`config.mk`:
```
export PLATFORM = sky130hd
export DESIGN_NAME = pll_reset_sequencer
export DESIGN_NICKNAME = d
export VERILOG_FILES = /design/src/rtl/pll_reset_pkg.sv /design/src/rtl/sync_2ff.sv /design/src/rtl/pll_reset_sequencer.sv
export SDC_FILE = /design/constraint.sdc
export NUM_CORES = 1
export LEC_CHECK = 0
export CAP_MARGIN = 40
export CORE_MARGIN = 2
export CORE_UTILIZATION = 59
export CTS_CLUSTER_DIAMETER = 150
export CTS_CLUSTER_SIZE = 12
export DETAILED_ROUTE_END_ITERATION = 16
export PLACE_DENSITY = 0.9
export SETUP_SLACK_MARGIN = 0.5
export SLEW_MARGIN = 10
export SYNTH_ARGS = -nofsm -noshare
export SYNTH_HDL_FRONTEND = slang
export SYNTH_HIERARCHICAL = 1
export SYNTH_SLANG_ARGS = --single-unit
```
`constraint.sdc`:
```
create_clock -name clock -period 4 [get_ports clock]
set_input_delay 0.8 -clock clock [delete_from_list [all_inputs] [get_ports clock]]
set_output_delay 0.8 -clock clock [all_outputs]
set_load 0.005 [all_outputs]
```
`src/rtl/pll_reset_pkg.sv`:
```
// pll_reset_pkg: states and constants shared by the PLL reset sequencer.
package pll_reset_pkg;
   typedef enum logic [1:0] {
      HOLD      = 2'd0,
      STABILISE = 2'd1,
      RELEASE   = 2'd2,
      RUN       = 2'd3
   } state_t;
   localparam logic [7:0] LOCK_CNT_MAX = 8'hFF;
endpackage

```
`src/rtl/sync_2ff.sv`:
```
// sync_2ff: two-flop synchroniser for a single-bit asynchronous input, cleared by reset.
module sync_2ff (
   input  logic clock,
   input  logic reset,
   input  logic d_i,
   output logic q_o
);
   logic meta_q, sync_q;
   always_ff @(posedge clock) begin
      if (reset) begin
         meta_q <= 1'b0;
         sync_q <= 1'b0;
      end else begin
         meta_q <= d_i;
         sync_q <= meta_q;
      end
   end
   assign q_o = sync_q;
endmodule

```
`src/rtl/pll_reset_sequencer.sv`:
```
// pll_reset_sequencer: turns PLL lock into staged synchronous resets, with
// lock filtering, instant re-assertion on loss and a saturating loss counter.
module pll_reset_sequencer
   import pll_reset_pkg::*;
#(
   parameter int LOCK_STABLE_CYCLES = 16,
   parameter int STAGE_GAP          = 8,
   parameter int NSTAGES            = 3,
   parameter int CNT_W              = 16
) (
   input  logic               clock,
   input  logic               reset,
   input  logic               pll_locked,
   input  logic               sw_reset,
   output logic [NSTAGES-1:0] rst_stage,
   output logic               ready,
   output logic [7:0]         lock_loss_count
);
   localparam logic [CNT_W-1:0] LOCK_LAST = CNT_W'(LOCK_STABLE_CYCLES - 1);
   localparam logic [CNT_W-1:0] GAP_LAST  = CNT_W'(STAGE_GAP - 1);
   state_t             state_q, state_d;
   logic [CNT_W-1:0]   cnt_q, cnt_d;
   logic [NSTAGES-1:0] rst_q, rst_d, rst_next;
   logic               ready_q, ready_d, locked_s, lock_prev_q;
   logic [7:0]         llc_q;
   sync_2ff u_sync (.clock(clock), .reset(reset), .d_i(pll_locked), .q_o(locked_s));
   // Asserted stages always form a contiguous run at the top, so a left shift releases the next one
   assign rst_next = rst_q << 1;
   always_comb begin
      state_d = state_q;
      cnt_d   = cnt_q + 1'b1;
      rst_d   = rst_q;
      ready_d = ready_q;
      if (sw_reset || (!locked_s && state_q != HOLD)) begin
         state_d = HOLD;
         cnt_d   = '0;
         rst_d   = '1;
         ready_d = 1'b0;
      end else begin
         case (state_q)
            HOLD: begin
               cnt_d   = '0;
               state_d = locked_s ? STABILISE : HOLD;
            end
            STABILISE, RELEASE: begin
               if (cnt_q == ((state_q == STABILISE) ? LOCK_LAST : GAP_LAST)) begin
                  cnt_d   = '0;
                  rst_d   = rst_next;
                  ready_d = ~|rst_next;
                  state_d = (~|rst_next) ? RUN : RELEASE;
               end
            end
            default: cnt_d = '0;
         endcase
      end
   end
   always_ff @(posedge clock) begin
      if (reset) begin
         state_q     <= HOLD;
         cnt_q       <= '0;
         rst_q       <= '1;
         ready_q     <= 1'b0;
         lock_prev_q <= 1'b0;
         llc_q       <= '0;
      end else begin
         state_q     <= state_d;
         cnt_q       <= cnt_d;
         rst_q       <= rst_d;
         ready_q     <= ready_d;
         lock_prev_q <= locked_s;
         if (lock_prev_q && !locked_s && llc_q != LOCK_CNT_MAX) llc_q <= llc_q + 1'b1;
      end
   end
   assign rst_stage       = rst_q;
   assign ready           = ready_q;
   assign lock_loss_count = llc_q;
endmodule

```
======== Yosys cells after proc, flatten, opt, wreduce, memory -nomap -nowiden ========
Cells that the tools add are included.
word-level totals
  input port bits ......................... 4
  logic and storage cells ................. 36
  output and inout port bits .............. 12
  register bits after elaboration ......... 33
operators by class
  bitwise logic cells ..................... 1
  reductions and logical operators ........ 15
  add/subtract/negate cells ............... 2
  mux-type cells .......................... 5
  eq/ne operators ......................... 5
operators by type and width
  cell                                                                   number
  16-bit by 1-bit adder with 16-bit output, second input constant        1
  16-bit by 4-bit equality test with 1-bit output                        1
  8-bit by 1-bit adder with 8-bit output, second input constant          1
  8-bit != test, second input constant                                   1
  2-bit OR reduction                                                     3
  4-bit 2-to-1 mux                                                       1
  2-bit one-hot mux with 2 select lines                                  1
  2-bit AND reduction                                                    2
  2-bit nonzero test                                                     2
  4-bit OR reduction                                                     1
  1-bit logical AND                                                      3
  2-bit by 1-bit equality test with 1-bit output, second input constant  1
  2-bit equality test, second input constant                             1
  1-bit zero test                                                        2
  2-bit zero test                                                        1
  1-bit 2-to-1 mux                                                       2
  2-bit 2-to-1 mux                                                       1
  2-bit != test, second input constant                                   1
  1-bit logical OR                                                       1
  1-bit inverter                                                         1

======== Longest topological paths before layout ========
  depth in word-level cells ............... 5
  depth in mapped cells ................... 7
  mapped depth without buffers ............ 6

======== Cells and area by module ========
The synthesis kept the hierarchy.
by module, submodules not included
  module               area each (um^2)  cells an instance  times used  seq. area each (um^2)
  pll_reset_sequencer  1435.1            161                1           620.6
  sync_2ff             52.6              4                  1           40.0

======== Least setup slack after synthesis ========
OpenSTA, ideal clock, no wires.
  path type ............................... input-to-reg
  from .................................... in reset
  to ...................................... reg cnt_q[10]
  required time ........................... 3.936 ns
  arrival ................................. 1.835 ns
  cell stages on the path ................. 6
  path buffers ............................ 2
  slack ................................... 2.101 ns
  cells stage by stage .................... clkbuf_1 > nor2_1 > o21ai_1 > a211o_2 > buf_2 > nor2_1
on the way
  word-level cells in the longest chain between the ends .. 1
RTL lines
  element                              RTL line                   RTL
  start, declared                      pll_reset_sequencer.sv:12  input logic reset,
  4-bit OR reduction (no source line)  --
  end signal, assigned                 pll_reset_sequencer.sv:67  cnt_q <= cnt_d;
  end, declared                        pll_reset_sequencer.sv:22  logic [CNT_W-1:0] cnt_q, cnt_d;
Every way passes these cells.
A chain may end at the register's enable or synchronous reset.

======== Final worst setup path ========
  from .................................... reg llc_q[3], in the netlist lock_loss_count[3]
  to ...................................... out lock_loss_count[3]
RTL lines
  element                 RTL line                   RTL
  start, declared         pll_reset_sequencer.sv:25  logic [7:0] llc_q;
  start signal, assigned  pll_reset_sequencer.sv:71  if (lock_prev_q && !locked_s && llc_q != LOCK_CNT_MAX) llc_q <= llc_q + 1'b1;
  end, declared           pll_reset_sequencer.sv:17  output logic [7:0] lock_loss_count
No word-level cell between the ends.

==> flow_summary.toml <==
[timing]
worstMarginPinSlew_ps = 439
fin_skew_ps = 12.3
fin_crit_ps = 2150
hold_viol_final = 0
setup_viol = 0
slew_viol_final = 0
rsz0062_at_grt = "no"
max-slew-margin-rel_pct = 70.5
fin_crit_sh_pct = 53.7
fmax_ghz = 0.466
setup_tns_ps = 0
holdWs_ps = 454

[synthesis]
async_reset_ff_share_pct = 0
syn_avg_cell_area_um2 = 9.02
netlist_area_um2 = 1490
dominantRegCellSynth = "dfxtp_1"
synth_edf_count = 0
ys_types = 41
syn_nets = 173
post-synth-top-area-cell = "dfxtp_1"
synth.area.top_cells = "dfxtp_1, nor2_1, xnor2_1"
yosysWarnings = 6
netlist_instances = 165
ys_seq_elements = 33
netlist.area_leader.share_pct = 44.4
synth-seq-area-share_pct = 44.4

[worst_setup_path]
critPathMaxStageDelay_ps = 550
cp_slowest_cell = "clkdlybuf4s50_1"
critical_path_required_ps = 3200
cp-end-kind = "primary output"
critPathBufInv = 1
critPathLaunchType = "flip-flop"
r2r_end = "state_q[0]"
cp_top_family = "buffers and inverters"
reg2reg_setup_slack_ps = 2310
path_cells = "clkdlybuf4s50_1"
worstSetupPathType = "reg -> out"
cp.arrival_ps = 1350
rr_worst_depth = 4
rr_startpoint = "cnt_q[5]"
crit_fanout = 7

[hold_path]
min_path_cells = 1
hold_path.class = "reg -> reg"
hp-start = "cnt_q[0]"
whs_endpoint = "cnt_q[0]"

[clocking]
post_cts_buffers = 0
cts_resized = 0
cts_max_level = 2
max-clock-path-buffers = 2
root_buffer = "clkbuf_4"
cts_sinks = 33
clock_latency_ps = 340
numCtsBuffers = 5
cts_tree = "yes"
postCtsHoldBufs = 0
clk_transition_reported_paths_ps = 110

[grt]
grt_antenna_before_repair = 0
overflow = 0
grt_pass1_wl_um = 4620
grt_max_degree = 16
grt.total_usage_pct = 22.5
grt_pass1_vias = 1137

[die]
design.core.area_um2 = 2430
rows = 18
pin_count = 16
die_x_um = 54.2
start_util_pct = 61.2
dieHeight_um = 54.2
dieArea_um2 = 2940

[routing]
drt-total-wl_um = 2860
dr.pass1.iters = 4
drtIter0Drc = 16
dr_total_vias = 1191
drcViolationCount = 0
ant_nets = 0
wl_per_cell_um = 13.3
viasPerCell = 5.54

[outcome]
status = "finished, final reports clean"

[job]
maxCapViolations = 0

[final_layout]
drive_gt1_share_pct = 7.57
areaGrowthSynthToFinish_pct = 16.4
diodes = 0
nets = 192

[power]
ir_drop_uv = 299
p_per_area_nw_per_um2 = 324
leakagePower_nw = 0.622

[place]
numPortBuffers = 15
dpl.hpwl_um = 2080
gp_congestion = 0.819
## synth_stat cells (2+ instances only)
master,instances
a211oi_1,2
a21oi_1,3
and4b_1,2
buf_2,2
dfxtp_1,33
ha_1,4
inv_1,8
mux2i_1,4
nand2_1,11
nand3_1,4
nand4_1,3
nor2_1,28
nor2b_1,5
nor3_1,6
nor4_1,5
o21ai_1,2
or3_1,3
or4_1,2
xnor2_1,10
xor2_1,7
## area by class of cell
type	instances	area, um^2
Timing Repair Buffer	15	150
Clock inverter	1	5.00
Fill cell	184	701
Multi-Input combinational cell	121	783
Inverter	8	30.0
Tap cell	30	37.5
Sequential cell	33	661
Clock buffer	7	65.1
## sequential cells by signal, summed over array words and instances (netlist names)
register	flops
ready	1
state_q	2
cnt_q	16
u_sync/meta_q	1
lock_loss_count	8
lock_prev_q	1
u_sync/q_o	1
rst_stage	3
## per-stage QoR
step / util, % / area, um^2 / cells / total power, W / setup slack (ps)
3_3_place_gp: 68.3 / 1660 / 207 / 0.000354 / 1580
3_5_place_dp: 68.3 / 1660 / 207 / 0.000355 / 1510
4_1_cts: 71.2 / 1730 / 215 / 0.000569 / 1850
2_1_floorplan: - / 1490 / 165 / 0.000349 / 2100
6_report: 71.2 / 1730 / 215 / 0.000562 / 1850
5_1_grt: 71.2 / 1730 / 215 / 0.000584 / 1730
## cells by family after synthesis
logic type	synth area share, %
simple gates	28.5
fa+ha+maj	3.36
buf+inv	2.94
compound gates	7.32
xor+xnor	10.0
flops	44.4
mux	3.45
## worst max-delay path by stage
stage,from,end,depth (start not counted)
2_1_floorplan,reset,cnt_q[10],6
3_3_place_gp,reset,cnt_q[14],5
3_5_place_dp,reset,cnt_q[14],5
4_1_cts,lock_loss_count[3],lock_loss_count[3],1
5_1_grt,reset,cnt_q[14],5
6_report,lock_loss_count[3],lock_loss_count[3],1
## layer usage
layer / GRT usage, % / up-vias / wire length [um]
met1: 23.5 / 552 / 1230
met2: 39.0 / 23 / 1440
met4: 11.3 / 0 / 51
met3: 8.74 / 6 / 142
met5: 0 / - / 0
li1: - / 610 / -
## placed cells by master, fill, tap and decap left out, types with 4 or more instances in the layout
| cell type | instances |
|---|---|
| dfxtp_1 | 33 |
| xor2_1 | 7 |
| mux2i_1 | 4 |
| nand3_1 | 4 |
| nor3_1 | 6 |
| inv_1 | 8 |
| xnor2_1 | 10 |
| nor2b_1 | 5 |
| nand2_1 | 11 |
| nor4_1 | 5 |
| clkdlybuf4s50_1 | 15 |
| clkbuf_4 | 5 |
| nor2_1 | 28 |
| ha_1 | 4 |
## power breakdown
part           switching (W)  internal [W]  total (W)
Sequential        0.00000182      0.000330   0.000332
Combinational     0.00000791    0.00000758  0.0000155
Clock               0.000112      0.000102   0.000214
(Power assumes the default switching activity.)
